==> config.mk <==
export PLATFORM = sky130hd
export DESIGN_NAME = attention_score_unit
export DESIGN_NICKNAME = d
export VERILOG_FILES = /design/src/rtl/attention_score_unit.sv
export SDC_FILE = /design/constraint.sdc
export NUM_CORES = 1
export LEC_CHECK = 0
export CORE_MARGIN = 8
export CORE_UTILIZATION = 27
export DETAILED_ROUTE_END_ITERATION = 7
export PLACE_DENSITY = 0.5
export SETUP_SLACK_MARGIN = 0.5
export SYNTH_ARGS = -nofsm -noshare
export SYNTH_HDL_FRONTEND = slang
export SYNTH_SLANG_ARGS = --single-unit
==> constraint.sdc <==
create_clock -name clk -period 13 [get_ports clk]
set_clock_uncertainty 0.2 [all_clocks]
set_input_delay 3.9 -clock clk [delete_from_list [all_inputs] [get_ports clk]]
set_output_delay 3.9 -clock clk [all_outputs]
set_load 0.03 [all_outputs]
==> src/rtl/attention_score_unit.sv <==
// ============================================================================
// Module      : attention_score_unit
// Description : Key cache plus scaled dot-product scorer. Projected K vectors
//               are stored one per token. A projected Q vector is scored
//               against every cached key, oldest first:
//                   score_j = (q . k_j) >>> SCALE_SHIFT
//               One signed product is accumulated per cycle. Scores stream
//               out one per key to the softmax stage.
// Revision    : 1.0 - initial release
// ----------------------------------------------------------------------------
// Optional feature (compile-time macro SCORE_MAX_EN):
//   When defined, adds output max_score. It holds the maximum scaled score of
//   the last scan and is valid while done=1. It resets to 0.
// ----------------------------------------------------------------------------
// Ports:
//   clk          in   rising-edge clock
//   rst          in   synchronous active-high reset
//   clear        in   empty key cache, abort any scan (no done pulse)
//   k_wr_en      in   write k_vector_in into the cache (IDLE, not full)
//   k_vector_in  in   packed K, element i at [i*ACCUM_WIDTH +: ACCUM_WIDTH]
//   q_start      in   start a scan with q_vector_in (IDLE only)
//   q_vector_in  in   packed Q, same packing, sampled with q_start
//   score_valid  out  score_out/score_idx/score_last valid this cycle
//   score_out    out  signed scaled score
//   score_idx    out  cache index of the scored key
//   score_last   out  final score of the scan
//   busy         out  scan in progress
//   done         out  one-cycle pulse at scan completion
//   k_count      out  number of cached keys
//   k_full       out  k_count == SEQ_LEN
//   max_score    out  (SCORE_MAX_EN only) max scaled score of the scan
// ============================================================================
`default_nettype none

module attention_score_unit #(
  parameter int ACCUM_WIDTH = 16,
  parameter int D_K         = 2,
  parameter int SEQ_LEN     = 4,
  parameter int SCORE_WIDTH = 32,
  parameter int SCALE_SHIFT = 0
) (
  input  logic                              clk,
  input  logic                              rst,
  input  logic                              clear,
  input  logic                              k_wr_en,
  input  logic [D_K*ACCUM_WIDTH-1:0]        k_vector_in,
  input  logic                              q_start,
  input  logic [D_K*ACCUM_WIDTH-1:0]        q_vector_in,
  output logic                              score_valid,
  output logic signed [SCORE_WIDTH-1:0]     score_out,
  output logic [$clog2(SEQ_LEN)-1:0]        score_idx,
  output logic                              score_last,
  output logic                              busy,
  output logic                              done,
  output logic [$clog2(SEQ_LEN+1)-1:0]      k_count,
  output logic                              k_full
`ifdef SCORE_MAX_EN
  ,
  output logic signed [SCORE_WIDTH-1:0]     max_score
`endif
);

  localparam int IDX_W  = $clog2(SEQ_LEN);
  localparam int CNT_W  = $clog2(SEQ_LEN + 1);
  localparam int ELEM_W = (D_K > 1) ? $clog2(D_K) : 1;
  localparam int PROD_W = 2 * ACCUM_WIDTH;

  typedef enum logic [1:0] {
    S_IDLE = 2'd0,
    S_MAC  = 2'd1,
    S_EMIT = 2'd2,
    S_DONE = 2'd3
  } state_t;

  state_t r_state;
  state_t w_state_next;

  // Key cache; contents are don't-care after reset, so it carries no reset.
  logic [D_K*ACCUM_WIDTH-1:0]      r_cache [SEQ_LEN];

  logic [D_K*ACCUM_WIDTH-1:0]      r_q;
  logic [ELEM_W-1:0]               r_elem;
  logic [IDX_W-1:0]                r_key_idx;
  logic signed [SCORE_WIDTH-1:0]   r_acc;

  logic [D_K*ACCUM_WIDTH-1:0]      w_key_vec;
  logic signed [ACCUM_WIDTH-1:0]   w_q_arr [D_K];
  logic signed [ACCUM_WIDTH-1:0]   w_k_arr [D_K];
  logic signed [PROD_W-1:0]        w_prod;
  logic signed [SCORE_WIDTH-1:0]   w_acc_base;
  logic signed [SCORE_WIDTH-1:0]   w_acc_sum;
  logic signed [SCORE_WIDTH-1:0]   w_score;
  logic                            w_wr_accept;
  logic [CNT_W-1:0]                w_count_next;
  logic                            w_elem_last;
  logic                            w_key_last;

`ifdef SCORE_MAX_EN
  logic signed [SCORE_WIDTH-1:0]   r_max;
`endif

  // --------------------------------------------------------------------------
  // Element unpacking of the latched Q and of the key being scored
  // --------------------------------------------------------------------------
  assign w_key_vec = r_cache[r_key_idx];

  generate
    for (genvar gi = 0; gi < D_K; gi++) begin : g_unpack
      assign w_q_arr[gi] = r_q[gi*ACCUM_WIDTH +: ACCUM_WIDTH];
      assign w_k_arr[gi] = w_key_vec[gi*ACCUM_WIDTH +: ACCUM_WIDTH];
    end
  endgenerate

  // --------------------------------------------------------------------------
  // MAC datapath. The first element of each key restarts the sum from zero,
  // so the accumulator never needs an explicit clear between keys.
  // The size cast sign-extends the product; the sum wraps modulo 2^SCORE_WIDTH.
  // --------------------------------------------------------------------------
  assign w_prod     = w_q_arr[r_elem] * w_k_arr[r_elem];
  assign w_acc_base = (r_elem == '0) ? '0 : r_acc;
  assign w_acc_sum  = w_acc_base + SCORE_WIDTH'(w_prod);
  assign w_score    = w_acc_sum >>> SCALE_SHIFT;

  assign w_elem_last = (r_elem == ELEM_W'(D_K - 1));
  // k_count cannot change during a scan, so it bounds the key index directly.
  assign w_key_last  = ((CNT_W'(r_key_idx) + CNT_W'(1)) == k_count);

  // A write is accepted before a same-cycle q_start, so the scan length uses
  // the post-write count.
  assign w_wr_accept  = (r_state == S_IDLE) && k_wr_en && !k_full;
  assign w_count_next = k_count + CNT_W'(w_wr_accept);

  // --------------------------------------------------------------------------
  // FSM
  // --------------------------------------------------------------------------
  always_ff @(posedge clk) begin
    if (rst) begin
      r_state <= S_IDLE;
    end else begin
      r_state <= w_state_next;
    end
  end

  always_comb begin
    w_state_next = r_state;
    if (clear) begin
      w_state_next = S_IDLE;
    end else begin
      case (r_state)
        S_IDLE: begin
          if (q_start) begin
            w_state_next = (w_count_next == '0) ? S_DONE : S_MAC;
          end
        end
        S_MAC: begin
          if (w_elem_last) begin
            w_state_next = S_EMIT;
          end
        end
        S_EMIT: begin
          w_state_next = w_key_last ? S_DONE : S_MAC;
        end
        S_DONE: begin
          w_state_next = S_IDLE;
        end
        default: begin
          w_state_next = S_IDLE;
        end
      endcase
    end
  end

  // --------------------------------------------------------------------------
  // Key cache write
  // --------------------------------------------------------------------------
  always_ff @(posedge clk) begin
    if (!rst && !clear && w_wr_accept) begin
      r_cache[k_count[IDX_W-1:0]] <= k_vector_in;
    end
  end

  // --------------------------------------------------------------------------
  // Datapath and registered outputs
  // --------------------------------------------------------------------------
  always_ff @(posedge clk) begin
    if (rst || clear) begin
      r_q         <= '0;
      r_elem      <= '0;
      r_key_idx   <= '0;
      r_acc       <= '0;
      k_count     <= '0;
      k_full      <= 1'b0;
      score_valid <= 1'b0;
      score_out   <= '0;
      score_idx   <= '0;
      score_last  <= 1'b0;
      busy        <= 1'b0;
      done        <= 1'b0;
`ifdef SCORE_MAX_EN
      r_max       <= '0;
      max_score   <= '0;
`endif
    end else begin
      if (w_wr_accept) begin
        k_count <= w_count_next;
        k_full  <= (w_count_next == CNT_W'(SEQ_LEN));
      end

      score_valid <= 1'b0;
      busy        <= (w_state_next == S_MAC) || (w_state_next == S_EMIT);
      done        <= (w_state_next == S_DONE);

      case (r_state)
        S_IDLE: begin
          if (q_start) begin
            r_q       <= q_vector_in;
            r_elem    <= '0;
            r_key_idx <= '0;
`ifdef SCORE_MAX_EN
            r_max     <= '0;
`endif
          end
        end
        S_MAC: begin
          r_acc <= w_acc_sum;
          if (w_elem_last) begin
            r_elem      <= '0;
            score_valid <= 1'b1;
            score_out   <= w_score;
            score_idx   <= r_key_idx;
            score_last  <= w_key_last;
`ifdef SCORE_MAX_EN
            if ((r_key_idx == '0) || (w_score > r_max)) begin
              r_max <= w_score;
            end
`endif
          end else begin
            r_elem <= r_elem + ELEM_W'(1);
          end
        end
        S_EMIT: begin
          r_key_idx <= r_key_idx + IDX_W'(1);
        end
        default: begin
        end
      endcase

`ifdef SCORE_MAX_EN
      // An empty scan has no scores; report 0 for it.
      if (w_state_next == S_DONE) begin
        max_score <= (r_state == S_EMIT) ? r_max : '0;
      end
`endif
    end
  end

endmodule

`default_nettype wire
==> summary by stage, run 1 <==
STA
Once routing completed, OpenROAD measured the worst setup slack at 4.53 ns. The time the worst path needs with I/O delays and setup is 8.47 ns. The maximum frequency from static timing analysis is 118 MHz. For the pin with the worst max-slew slack, the measured transition is 1.17 ns. Setup violations remaining at the end of the flow were counted as 0. The worst slack on hold paths is 0.249 ns. The count of final max-slew check failures came to 0.

Dividing the final minimum period by the clock period gives 65.1%. The final setup TNS is 0 ns. Setup repair after global routing left no endpoint under its margin. The final count of hold timing violations is 0. The normalized max-slew margin is 19.7%.

Die
The starting density of the core is 27.1%. The core region area is 73,900 sq um. The floorplan row count is 100. The number of placed I/O pins is 111. The die area is 83,100 sq um.

The die extent in x is 288 microns. The height of the die is 288 microns.

Drt
The first TritonRoute pass finished after 5 iterations. The total via count in the routed design is 13,700. The violation count after the first detailed-route iteration is 713. The wire length per cell after detailed routing is 17.6 microns. The remaining number of nets flagged by the antenna check after routing is 0. For this run, design rule violations remaining after detail routing come to 0. The per-cell via count in the routed design is 4.55. The detailed-route wire length is 52,700 microns.

Power
IR analysis of the VDD net gives a maximum drop of 88.3 uV. In this run the static leakage power is 9.88 nW. Dividing total power by cell area gives a power density of 96.7 nW/um^2.

Min path
The worst hold path begins at r_acc[7]. The min-delay analysis places its worst path in the category reg2reg.

CTS
After clock tree synthesis, the flow added hold-fix buffers numbering 0. After clock tree synthesis, the setup repair step added 0 buffers. The number of gates resized after CTS is 0.

The level count of the clock H-tree is 1. The clock tree buffer depth is 3. For this design, the sink count on the clock tree is 241. The clock-pin slew reported for the worst setup and hold paths after clock tree synthesis is 0.06 ns.

TritonCTS created 27 clock buffers. The cell at the root of the clock tree is sky130_fd_sc_hd__clkbuf_16. The clock tree from TritonCTS is done. Clock latency on the worst-skew pair, taken at its later pin, is 0.56 ns.

Status
The run finished with clean final reports.

Final layout
The final layout net count is 2,478. The area growth from synthesis to layout is 15.7%. The area used by multi-input combinational logic is 12,400 sq um.

The filler cell count is 7,551. The fraction of final layout cells sized beyond drive strength 1 is 7.23%. In the final layout, flip-flops and latches occupy 6110 sq um. The repair_antennas step left the layout with diodes totalling 0.

Synthesis
The number of enable-type register cells in the synthesized netlist is 128. Of all cell types, the one taking the most synthesized area is sky130_fd_sc_hd__fa_1. Counting instances in the post-synthesis netlist gives the leading cell types as sky130_fd_sc_hd__inv_1, sky130_fd_sc_hd__fa_1, sky130_fd_sc_hd__nand2_1. The summed instance area of the synthesized netlist is 20,000 sq um.

Yosys printed 0 warnings. The most used flip-flop cell after synthesis is sky130_fd_sc_hd__edfxtp_1. After synthesis, the largest area contributor takes up 29.2% of total cell area.

Ranked by total cell area, the synthesized netlist is headed by sky130_fd_sc_hd__fa_1, sky130_fd_sc_hd__edfxtp_1, sky130_fd_sc_hd__dfxtp_1, sky130_fd_sc_hd__inv_1, sky130_fd_sc_hd__ha_1. The fraction of registers with async set/reset is 0%. Yosys instantiated no cell more often than sky130_fd_sc_hd__inv_1. Counting every instance in the synthesized netlist gives 1,914.

The number of nets in the synthesized netlist is 2,377. The sequential area share after synthesis is 30.5%. The post-synthesis sequential element count is 241. The mean area per synthesized cell is 10.5 sq um. The netlist uses 62 different library cells.

Global routing
Entering global routing, the biggest net connects 81 pins. The via count of the first global-routing pass was 14,900. The first global-routing pass estimated 83,800 microns of wire. For this run, the total global-route usage over all layers was measured as 12.9%. The global route total overflow is 0. The number of antenna violations at the first check in global routing is 0.

Critical path
For this run, the slowest stage of the critical path takes 0.92 ns. The type of element launching the critical path is a register. The worst setup path is captured at a register.

The largest individual stage delay along the critical path comes from the cell sky130_fd_sc_hd__mux2i_1. The maximum net fanout on the critical path is 32. The most repeated library cell on the critical path is sky130_fd_sc_hd__fa_1. The required time reported for the critical path endpoint is 13.30 ns. The endpoint arrival time on the critical path is 8.77 ns. The critical path is of the reg2reg type. The signal on the critical path passes through buf_4 > mux4_2 > mux2i_1 > nor2_1 > fa_1 > inv_1 > fa_1 > inv_1 > fa_1 > fa_1 > fa_1 > inv_1 > fa_1 > inv_1 > ha_1 > a21o_1 > a21o_1 > a21oi_1 > o21ai_0 > a21oi_1 > a21oi_1 > or3_1 > nand3_1.

Placement
The routability congestion estimate from global placement is 0.864. The final HPWL from detailed placement is 41,600 microns. At the placement stage, the worst setup path has a slack of 4.57 ns. The count of buffers inserted at the top-level ports is 110.

Run
The number of violations of the max-capacitance limit is 0.
[worst max-delay path: cells and delay by family, from the launching register on]
family | cells | cell delay [ns]
AOI/OAI and AO/OA | 6 | 1.12
adders and majority gates | 7 | 3.69
buffers and inverters | 5 | 0.94
DFF | 1 | 0.31
muxes | 2 | 1.51
and+or+nand+nor | 3 | 0.62
[cell usage in the layout (no fill, tap or decap), types with 28 or more instances in the layout]
cell,count
sky130_fd_sc_hd__nor2_1,153
sky130_fd_sc_hd__fa_1,292
sky130_fd_sc_hd__mux2i_1,29
sky130_fd_sc_hd__a21oi_1,92
sky130_fd_sc_hd__clkdlybuf4s50_1,110
sky130_fd_sc_hd__and2_1,51
sky130_fd_sc_hd__dfxtp_1,111
sky130_fd_sc_hd__mux4_2,32
sky130_fd_sc_hd__inv_1,343
sky130_fd_sc_hd__edfxtp_1,128
sky130_fd_sc_hd__nand2_1,270
sky130_fd_sc_hd__xnor2_1,29
sky130_fd_sc_hd__ha_1,102
sky130_fd_sc_hd__buf_4,28
[registers in the layout (all words and copies together) (netlist names), 2 cells and up, named ones only]
| register | count |
|---|---|
| r_cache | 128 |
| r_acc | 32 |
| r_q | 32 |
| score_out | 32 |
| k_count | 3 |
| r_key_idx | 2 |
| r_state | 2 |
| score_idx | 2 |
[metal layers]
metal,vias to the layer above,GRT usage [%],part of all wire (%)
met5,-,0,0
met4,0,3.37,2.5
met3,74,1.95,4.6
met2,289,22.6,50
met1,7026,16.4,43
li1,6269,-,-
[path summary, 6_finish.rpt]
path / slack [ns] / depth (start not counted) / to
min reg2reg: 0.25 / 2 / r_acc[7]
min: 0.25 / 2 / r_acc[7]
max: 4.53 / 23 / score_out[31]
max reg2reg: 4.53 / 23 / score_out[31]
[power by group]
part           leakage [nW]  switching [mW]  total, mW  internal [mW]
sequential             2.07         0.00868      0.821          0.813
clock                 0.415           0.321      0.744          0.423
combinational          7.39           0.410      0.672          0.262
[cells by family (layout without fill, tap and decap cells)]
kind of cell	after synthesis	after routing	synth area share [%]
DFF	241	241	30.5
and+or+nand+nor	568	568	12.4
buffers and inverters	410	530	7.77
muxes	87	87	6.57
AOI/OAI and AO/OA	176	176	5.50
xor gates and xnor gates	38	38	1.66
adders and majority gates	394	394	35.6
[layout make-up]
cell class	count	area share (%)
well taps	969	5.24
clock buffers	34	3.21
clock inverters	14	0.465
flip-flops and latches	241	26.4
multi-input cells	1263	53.4
repair buffers	138	5.67
inverters	344	5.58
[stage by stage]
step / area [sq um] / instances / util [%] / power [mW]
4_1_cts: 23100 / 3003 / 31.3 / 2.27
6_report: 23100 / 3003 / 31.3 / 2.24
5_1_grt: 23100 / 3003 / 31.3 / 2.37
3_3_place_gp: 22300 / 2955 / 30.1 / 1.51
3_5_place_dp: 22300 / 2955 / 30.1 / 1.52
2_1_floorplan: 20000 / 1914 / - / 1.31
Power figures use the tool's default switching activity.
==> run 2: changes to the inputs <==
==> constraint.sdc (replaced) <==
create_clock -name clk -period 8.7 [get_ports clk]
set_clock_uncertainty 0.2 [all_clocks]
set_input_delay 2.61 -clock clk [delete_from_list [all_inputs] [get_ports clk]]
set_output_delay 2.61 -clock clk [all_outputs]
set_load 0.03 [all_outputs]
==> run 2 against run 1 <==
Effect of this change: final cell count grew 0.73%; clock power grew 56%; via count grew 0.48%; sequential cell count is the same; worst setup slack lost 3.7 ns; combinational power grew 48%; highest routed layer unchanged.
==> summary by stage, run 2 (synthesis gave the netlist of run 1 again) <==
STA
The maximum frequency from static timing analysis is 128 MHz (+8.1%). The final setup TNS is 0 ns (unchanged). The worst slack on hold paths was 0.254 ns (+0.00503 ns). Setup repair after global routing left no endpoint under its margin.

The share of the clock period used by the worst path is 90.0% (+25 points). The count of final max-slew check failures is 0 (unchanged). The normalized max-slew margin was 31.1% (+11 points).

The actual slew at the worst max-slew pin was 1.03 ns (-0.141 ns). The number of setup violations in the final report is 0 (unchanged). The final count of hold timing violations is 0 (unchanged).

The time the worst path needs with I/O delays and setup is 7.83 ns (-0.638 ns).

Critical path
The required time reported for the critical path endpoint was 9.02 ns (-4.28 ns). The critical path goes through buf_4 > mux4_2 > mux2i_1 > nor2_1 > fa_1 > inv_1 > fa_1 > inv_1 > fa_1 > fa_1 > fa_1 > inv_1 > fa_1 > inv_1 > ha_1 > a21o_1 > a21o_1 > a21oi_1 > o21ai_0 > a21oi_1 > a21oi_1 > or3_1 > nand3_1. The delay contributed by the slowest stage of the critical path is 0.71 ns (-0.21 ns).

The internal reg-to-reg setup slack is 0.87 ns (-3.66 ns). The endpoint arrival time on the critical path came to 8.15 ns (-0.62 ns). The type of element launching the critical path is a register.

The most repeated library cell on the critical path is sky130_fd_sc_hd__fa_1. The capturing point of the worst reg2reg path is r_acc[31]. The number of cells traversed by the worst register-to-register path is 23 (unchanged). The kind of capture point of the worst setup path is a register. The maximum net fanout on the critical path came to 26 (-19%). The cell with the largest stage delay on the worst path is sky130_fd_sc_hd__fa_1. The type of the worst setup path is reg2reg.

CTS
The post-CTS repair timing setup buffer count is 0 (unchanged). The clock-pin slew reported for the worst setup and hold paths after clock tree synthesis was 0.06 ns (about the same). The number of buffers created by CTS is 29 (+7.4%). The number of clock sinks seen by CTS is 241 (unchanged). Clock tree synthesis selected as its root buffer the cell sky130_fd_sc_hd__clkbuf_16. The clock tree buffer depth is 3 (unchanged).

The clock latency on the worst-skew pair is 0.59 ns (+0.03 ns). The clock tree from TritonCTS is done. The level count of the clock H-tree is 1 (unchanged).

Global routing
The largest net degree at the start of global routing is 86 (+6.2%). The number of antenna violations at the first check in global routing came to 0 (unchanged). The via count of the first global-routing pass is 15,000 (+0.52%). The global routing usage summed across all routing layers was 12.9% (about the same). The global-route wire length before repair is 84,500 microns (+0.81%).

The global route total overflow is 0 (unchanged).

Final layout
The fraction of final layout cells sized beyond drive strength 1 is 8.03% (+0.80 points). The library cells used most frequently in the layout, excluding fill and tap cells, are sky130_fd_sc_hd__inv_1, sky130_fd_sc_hd__fa_1, sky130_fd_sc_hd__nand2_1, sky130_fd_sc_hd__nor2_1, sky130_fd_sc_hd__edfxtp_1. The number of antenna cells inserted was 0 (unchanged).

The leading cell type in the layout, fill and taps excluded is sky130_fd_sc_hd__inv_1. The post-synthesis to final-layout area growth is 16.6%. The final layout net count is 2,497 (+0.77%). The number of flip-flops in the largest register is 128 (unchanged).

Placement
The routability congestion estimate from global placement is 0.842 (-2.4%). The final HPWL from detailed placement is 42,100 microns (+1.3%). The count of buffers inserted at the top-level ports is 110 (unchanged).

Die
The core region area was 73,900 sq um (unchanged). The height of the die is 288 microns (unchanged). The number of placed I/O pins is 111 (unchanged). The die area is 83,100 sq um (unchanged). The starting density of the core was 27.1% (unchanged). The die extent in x was 288 microns (unchanged).

The floorplan row count is 100 (unchanged).

Min path
The hold path startpoint is score_idx[0]. The tightest min-delay check is of the reg2reg type. The hold-critical path depth was 2 (unchanged). The worst hold path endpoint is score_idx[0].

Drt
The detailed-routing iteration count for the pre-antenna-repair pass was 7 (+2). The per-cell via count in the routed design is 4.54 (-0.25%). The violation count after the first detailed-route iteration was 667 (-6.5%).

The total via count in the routed design is 13,700 (+0.48%). The post-route DRC violation count is 0 (unchanged). The wire length per cell after detailed routing was 17.4 microns (-1.0%). The remaining number of nets flagged by the antenna check after routing is 0 (unchanged).

The detailed-route wire length came to 52,600 microns (-0.29%).

Run
The number of violations of the max-capacitance limit was 0 (unchanged).

Power
The highest ir drop seen on vdd is 144 uV (+63%). The leakage dissipation is 9.97 nW (+0.95%). The power density over cell area is 145 nW/um^2 (+50%).

Status
The flow ran to the end, and the final reports show no timing, DRC or antenna violations.
run 2: cell count changes in the layout (fill, tap and decap cells not counted), sizes merged:
| cell | previous run | this run |
|---|---|---|
| clkinv | 8 | 9 |
| inv | 347 | 348 |
| buf | 28 | 45 |
| clkinvlp | 2 | 3 |
| clkbuf | 34 | 36 |
run 2: per-layer routing:
layer	wire length, microns	vias up	global-route usage [%]
met1	22600	7018	16.7
li1	-	6314	-
met3	2490	70	1.77
met4	1220	0	3.20
met2	26200	321	22.5
met5	0	-	0
run 2: per-stage QoR:
stage               util (%)  area [sq um]  instances  total power [mW]  setup slack [ns]
floorplan                  -         20000       1914              1.95              1.27
global placement        30.3         22400       2972              2.25             0.883
detailed placement      30.3         22400       2972              2.26             0.777
CTS                     31.5         23300       3025              3.44             0.762
global route            31.6         23300       3025              3.60             0.523
finish                  31.6         23300       3025              3.38             0.868
run 2: repair_timing:
item	CTS	global route
hold buffers	0	0
gates resized for setup	0	2
setup endpoints to repair	0	4
run 2: worst max-delay path by stage:
stage	endpoint	depth (start not counted)
5_1_grt	r_acc[30]	22
3_5_place_dp	r_acc[28]	25
4_1_cts	r_acc[28]	25
3_3_place_gp	r_acc[31]	23
6_report	r_acc[31]	23
2_1_floorplan	score_out[31]	26
run 2: cell type report:
type	instances	area (sq um)
Clock buffer	36	752
Clock inverter	17	144
Fill cell	7556	50600
Inverter	344	1290
Multi-Input combinational cell	1263	12400
Sequential cell	241	6110
Tap cell	969	1210
Timing Repair Buffer	155	1460
run 2: power breakdown:
group	internal, mW	total (mW)	switching, mW
clock network	0.649	1.16	0.509
logic	0.393	0.995	0.601
registers	1.21	1.23	0.0121
run 2: worst max-delay path, delay by kind of cell, from the launching register on:
kind | cells | cell delay [ns]
mux | 2 | 0.80
fa+ha+maj | 7 | 3.70
flops | 1 | 0.52
simple gates | 3 | 0.60
buf+inv | 5 | 0.84
compound gates | 6 | 1.11
